==> config.mk <==
export PLATFORM = sky130hd
export DESIGN_NAME = arith_combine_pipe
export DESIGN_NICKNAME = d
export VERILOG_FILES = /design/src/rtl/arith_combine_pipe.sv
export SDC_FILE = /design/constraint.sdc
export NUM_CORES = 1
export LEC_CHECK = 0
export CORE_UTILIZATION = 50
export DETAILED_ROUTE_END_ITERATION = 16
export HOLD_SLACK_MARGIN = 0.05
export PLACE_DENSITY_LB_ADDON = 0.08
export SETUP_SLACK_MARGIN = 0.15
export SLEW_MARGIN = 20
export SYNTH_ARGS = -nofsm -noshare
export SYNTH_HDL_FRONTEND = slang
export SYNTH_SLANG_ARGS = --single-unit
==> constraint.sdc <==
create_clock -name CLK -period 5.9 [get_ports CLK]
set_input_delay 1.18 -clock CLK [delete_from_list [all_inputs] [get_ports CLK]]
set_output_delay 1.18 -clock CLK [all_outputs]
set_load 0.005 [all_outputs]
==> src/rtl/arith_combine_pipe.sv <==
// arith_combine_pipe: two-stage valid/ready pipeline computing
// (A+B) - (A-B) + A*B modulo 2^NX, with sum, difference and accumulate modes.
// Stage 1 registers the three partial terms; stage 2 combines them, selects
// the result by mode and maintains the accumulator. A skid-free stall scheme
// (en2/en1) gives full throughput and holds the output stable under backpressure.
module arith_combine_pipe #(
    parameter int NX = 8
) (
    input  logic          CLK,
    input  logic          RST,
    input  logic [NX-1:0] A,
    input  logic [NX-1:0] B,
    input  logic [1:0]    MODE,
    input  logic          CLR,
    input  logic          IVALID,
    output logic          IRDY,
    output logic [NX-1:0] XOUT,
    output logic          OVALID,
    input  logic          ORDY
);

    typedef enum logic [1:0] {
        M_COMBINE = 2'd0,
        M_SUM     = 2'd1,
        M_DIFF    = 2'd2,
        M_ACC     = 2'd3
    } mode_e;

    // Stage 1 registers
    logic          s1_valid_q;
    logic [NX-1:0] s1_sum_q, s1_diff_q, s1_prod_q;
    logic [1:0]    s1_mode_q;
    logic          s1_clr_q;

    // Stage 2 registers
    logic          ovalid_q;
    logic [NX-1:0] xout_q;
    logic [NX-1:0] acc_q;

    // Stage enables and stage 1 next-state terms
    logic          en1, en2;
    logic [2*NX-1:0] prod_w;
    logic [NX-1:0] sum_d, diff_d, prod_d;

    // Stage 2 next-state terms
    logic [NX-1:0] comb_d, base_d, res_d, acc_d;

    // Stage 2 may load whenever it is empty or its result is being taken;
    // stage 1 may load whenever it is empty or it drains into stage 2.
    assign en2  = ~ovalid_q | ORDY;
    assign en1  = ~s1_valid_q | en2;
    assign IRDY = en1;

    assign XOUT   = xout_q;
    assign OVALID = ovalid_q;

    // Full-width product, only the low NX bits are kept.
    assign prod_w = {{NX{1'b0}}, A} * {{NX{1'b0}}, B};
    assign sum_d  = A + B;
    assign diff_d = A - B;
    assign prod_d = prod_w[NX-1:0];

    // Stage 1 register: capture partial terms and controls on accept
    always_ff @(posedge CLK) begin
        if (RST) begin
            s1_valid_q <= 1'b0;
            s1_sum_q   <= '0;
            s1_diff_q  <= '0;
            s1_prod_q  <= '0;
            s1_mode_q  <= 2'd0;
            s1_clr_q   <= 1'b0;
        end else if (en1) begin
            s1_valid_q <= IVALID;
            if (IVALID) begin
                s1_sum_q  <= sum_d;
                s1_diff_q <= diff_d;
                s1_prod_q <= prod_d;
                s1_mode_q <= MODE;
                s1_clr_q  <= CLR;
            end
        end
    end

    // Stage 2 datapath: combine, mode select and accumulator next value
    always_comb begin
        comb_d = s1_sum_q - s1_diff_q + s1_prod_q;
        base_d = s1_clr_q ? '0 : acc_q;
        res_d  = comb_d;
        acc_d  = s1_clr_q ? '0 : acc_q;
        case (mode_e'(s1_mode_q))
            M_COMBINE: res_d = comb_d;
            M_SUM:     res_d = s1_sum_q;
            M_DIFF:    res_d = s1_diff_q;
            M_ACC: begin
                res_d = base_d + comb_d;
                acc_d = base_d + comb_d;
            end
            default:   res_d = comb_d;
        endcase
    end

    // Stage 2 register: result and accumulator advance once per beat
    always_ff @(posedge CLK) begin
        if (RST) begin
            ovalid_q <= 1'b0;
            xout_q   <= '0;
            acc_q    <= '0;
        end else if (en2) begin
            ovalid_q <= s1_valid_q;
            if (s1_valid_q) begin
                xout_q <= res_d;
                acc_q  <= acc_d;
            end
        end
    end

endmodule

==> impl_metrics.xml <==
<?xml version="1.0" encoding="UTF-8"?>
<metrics>
  <group name="clock_network">
    <metric name="cts-htree-levels" unit="">2</metric>
    <metric name="clkSinkCount" unit="">44</metric>
    <metric name="clock_latency" unit="ns">0.31</metric>
    <metric name="post-cts-setup-buffers" unit="">0</metric>
    <metric name="cts.repair.resized" unit="">0</metric>
    <metric name="clock_tree.root_cell" unit="">sky130_fd_sc_hd__clkbuf_8</metric>
    <metric name="cts_made_buffers" unit="">5</metric>
    <metric name="clock_path_buffers" unit="">2</metric>
    <metric name="clk_slew_on_worst_s_h_paths" unit="ns">0.09</metric>
    <metric name="tritoncts" unit="">done</metric>
    <metric name="ctsHoldBuffers" unit="">0</metric>
  </group>
  <group name="final_layout">
    <metric name="antenna_cells" unit="">0</metric>
    <metric name="area_delta_synth_final" unit="%">11.6</metric>
    <metric name="final_net_count" unit="">612</metric>
    <metric name="layout-drive-gt1-share" unit="%">4.02</metric>
  </group>
  <group name="logic_synthesis">
    <metric name="yosys_warnings" unit="">0</metric>
    <metric name="postSynthRegisterBits" unit="">44</metric>
    <metric name="ys_seq_area_share" unit="%">21.3</metric>
    <metric name="synthDominantAreaCellType" unit="">sky130_fd_sc_hd__dfxtp_1</metric>
    <metric name="synth_top_area_share" unit="%">21.3</metric>
    <metric name="post_synth_main_area_contributors" unit="">sky130_fd_sc_hd__dfxtp_1 21%, sky130_fd_sc_hd__ha_1 14%, sky130_fd_sc_hd__fa_1 11%, sky130_fd_sc_hd__inv_1 6.3%, sky130_fd_sc_hd__xnor2_1 4.2%</metric>
    <metric name="synthArstFlopShare" unit="%">0</metric>
    <metric name="mappedNetlistNets" unit="">588</metric>
    <metric name="avgSynthCellArea" unit="um^2">8.31</metric>
    <metric name="syn_area" unit="um^2">4140</metric>
    <metric name="synth.lib_cells_used.distinct" unit="">55</metric>
    <metric name="netlist_instances" unit="">498</metric>
    <metric name="synthFlopType" unit="">sky130_fd_sc_hd__dfxtp_1</metric>
    <metric name="synth_edf_count" unit="">0</metric>
  </group>
  <group name="floorplan">
    <metric name="core.rowCount" unit="">32</metric>
    <metric name="die-width" unit="um">93.0</metric>
    <metric name="top_level_ports" unit="">33</metric>
    <metric name="die-area" unit="um^2">8640</metric>
    <metric name="core_area" unit="um^2">7850</metric>
    <metric name="dieHeight" unit="um">93.0</metric>
    <metric name="start_util" unit="%">52.7</metric>
  </group>
  <group name="placed_design">
    <metric name="place.port_buffers" unit="">32</metric>
    <metric name="finalWeightedCongestion" unit="">0.919</metric>
    <metric name="dp_hpwl" unit="um">7510</metric>
  </group>
  <group name="timing">
    <metric name="grt_setup_unrepaired" unit="">false</metric>
    <metric name="fin_tns_setup" unit="ns">0</metric>
    <metric name="setup_viol" unit="">0</metric>
    <metric name="max_slew.worst_pin.slew" unit="ns">1.01</metric>
    <metric name="min_period" unit="ns">4.83</metric>
    <metric name="finClkSkew" unit="ns">0.00920</metric>
    <metric name="hold_viol" unit="">0</metric>
    <metric name="timing.slew.headroom" unit="%">32.9</metric>
    <metric name="final.period_utilization" unit="%">81.9</metric>
    <metric name="slew_viol_final" unit="">0</metric>
    <metric name="timing.hold.ws" unit="ns">0.460</metric>
    <metric name="max_freq" unit="MHz">207</metric>
  </group>
  <group name="power_and_ir_drop">
    <metric name="power.static_leakage" unit="uW">0.00205</metric>
    <metric name="ir_drop" unit="V">0.000150</metric>
    <metric name="power_density" unit="nW/um^2">282</metric>
  </group>
  <group name="drt">
    <metric name="wl" unit="um">9280</metric>
    <metric name="drt_first_iter_violations" unit="">131</metric>
    <metric name="drt_first_pass_iters" unit="">4</metric>
    <metric name="vias_per_cell" unit="">5.48</metric>
    <metric name="postRouteAntennaNets" unit="">0</metric>
    <metric name="vias" unit="">3422</metric>
    <metric name="drc_errors" unit="">0</metric>
    <metric name="wl_per_instance" unit="um">14.9</metric>
  </group>
  <group name="flow_run">
    <metric name="max_cap_viol_count" unit="">0</metric>
  </group>
  <group name="setup_path">
    <metric name="startpoint_type" unit="">input pin</metric>
    <metric name="criticalPathCategory" unit="">in -&gt; reg</metric>
    <metric name="cp_data_required_time" unit="ns">6.13</metric>
    <metric name="critPathMaxFanout" unit="">6</metric>
    <metric name="critical_path.endpoint_type" unit="">flip-flop</metric>
    <metric name="timing.reg2reg.setup_slack" unit="ns">1.87</metric>
    <metric name="cp_data_arrival_time" unit="ns">5.07</metric>
  </group>
  <group name="global_routing">
    <metric name="globalRoute.totalOverflow" unit="">0</metric>
    <metric name="number_of_antenna_violations_at_the_first_check_in_global_routing" unit="">0</metric>
    <metric name="first_global_vias" unit="">3485</metric>
    <metric name="global_route_wire_length_before_repair" unit="um">16400</metric>
    <metric name="grt_max_degree" unit="">33</metric>
    <metric name="global_router_s_overall_resource_usage" unit="%">23.9</metric>
  </group>
  <group name="worst_hold_path">
    <metric name="holdCritPathClass" unit="">reg -&gt; reg</metric>
  </group>
  <group name="status">
    <metric name="outcome" unit="">completed</metric>
  </group>
</metrics>
cells in the mapped netlist (all sizes together), types with 7 or more instances:
cell    count
inv        70
nor2       46
ha         45
dfxtp      44
nand2      44
a21oi      31
fa         22
xnor2      20
nor2b      19
and2       14
a211oi     13
o21ai      12
clkbuf     10
or3         8
xor2        8
a21o        7
nor3        7
cells by family after synthesis:
kind of cell,Yosys count,share of synthesized area [%]
simple gates,164,19.6
compound gates,98,16.1
buf+inv,87,7.95
fa+ha+maj,67,24.3
flops,44,21.3
xor+xnor,31,7.56
mux,7,3.21
critical path, cell delays in order:
cell	delay, ns
sky130_fd_sc_hd__clkdlybuf4s50_1	0.53
sky130_fd_sc_hd__inv_1	0.27
sky130_fd_sc_hd__nor2_1	0.10
sky130_fd_sc_hd__fa_1	0.42
sky130_fd_sc_hd__inv_1	0.09
sky130_fd_sc_hd__fa_1	0.39
sky130_fd_sc_hd__inv_1	0.08
sky130_fd_sc_hd__fa_1	0.43
sky130_fd_sc_hd__fa_1	0.45
sky130_fd_sc_hd__xnor2_1	0.19
sky130_fd_sc_hd__xnor2_1	0.16
sky130_fd_sc_hd__xnor3_1	0.34
sky130_fd_sc_hd__xnor3_1	0.20
sky130_fd_sc_hd__nand2_1	0.05
sky130_fd_sc_hd__a21oi_1	0.18
cell usage in the layout, fill, tap and decap left out, drive strengths merged, types with 2 or more instances in the layout:
master,instances
inv,72
nor2,46
ha,45
dfxtp,44
nand2,44
a21oi,31
clkdlybuf4s50,31
fa,22
xnor2,20
nor2b,19
and2,14
a211oi,13
o21ai,12
xor2,8
or3,8
a21o,7
nor3,7
nand3,6
nand3b,6
o21a,6
a22oi,6
mux4,5
clkbuf,5
nand2b,4
o211ai,4
nor3b,3
o21bai,3
xnor3,3
a221oi,3
o31ai,2
a22o,2
mux2i,2
o311ai,2
buf,2
layer usage:
metal	wire length, um	global-route usage (%)
met1	4590	33.4
met3	382	3.74
met2	4240	39.2
met5	0	0
met4	70	4.87
area by class of cell:
class	instances	area (um^2)
fillers	740	3230
multi-input cells	367	2930
flip-flops and latches	44	881
repair buffers	33	323
inverters	71	267
well taps	102	128
clock buffers	5	68.8
clock inverters	3	25.0
metrics by stage:
step | std cells | setup WS [ns] | total power (uW) | util, % | instance area, um^2
3_5_place_dp | 617 | 0.728 | 1100 | 57.7 | 4530
4_1_cts | 625 | 1.04 | 1310 | 58.9 | 4620
3_3_place_gp | 617 | 0.790 | 1080 | 57.7 | 4530
2_1_floorplan | 498 | 1.58 | 938 | - | 4140
6_report | 625 | 1.07 | 1300 | 58.9 | 4620
5_1_grt | 625 | 0.822 | 1420 | 58.9 | 4620
power breakdown:
group	switching [uW]	total (uW)	internal, uW
clock network	121	208	86.6
registers	25.7	354	329
logic	375	739	364
total	522	1300	780
state kept, by name, summed over array words and instances, names as in the netlist:
name and cells:
XOUT 8, acc_q 8, s1_prod_q 8, s1_sum_q 8
s1_diff_q 7, s1_mode_q 2, OVALID 1, s1_clr_q 1
s1_valid_q 1
worst paths after layout:
| check | depth (start not counted) | end | start |
|---|---|---|---|
| hold reg to reg | 2 | XOUT[3] | XOUT[3] |
| setup reg to reg | 14 | XOUT[5] | s1_sum_q[1] |
| setup / recovery | 15 | s1_prod_q[7] | A[1] |
| hold / removal | 2 | XOUT[3] | XOUT[3] |
No activity file was read; power rests on OpenSTA's default activity.
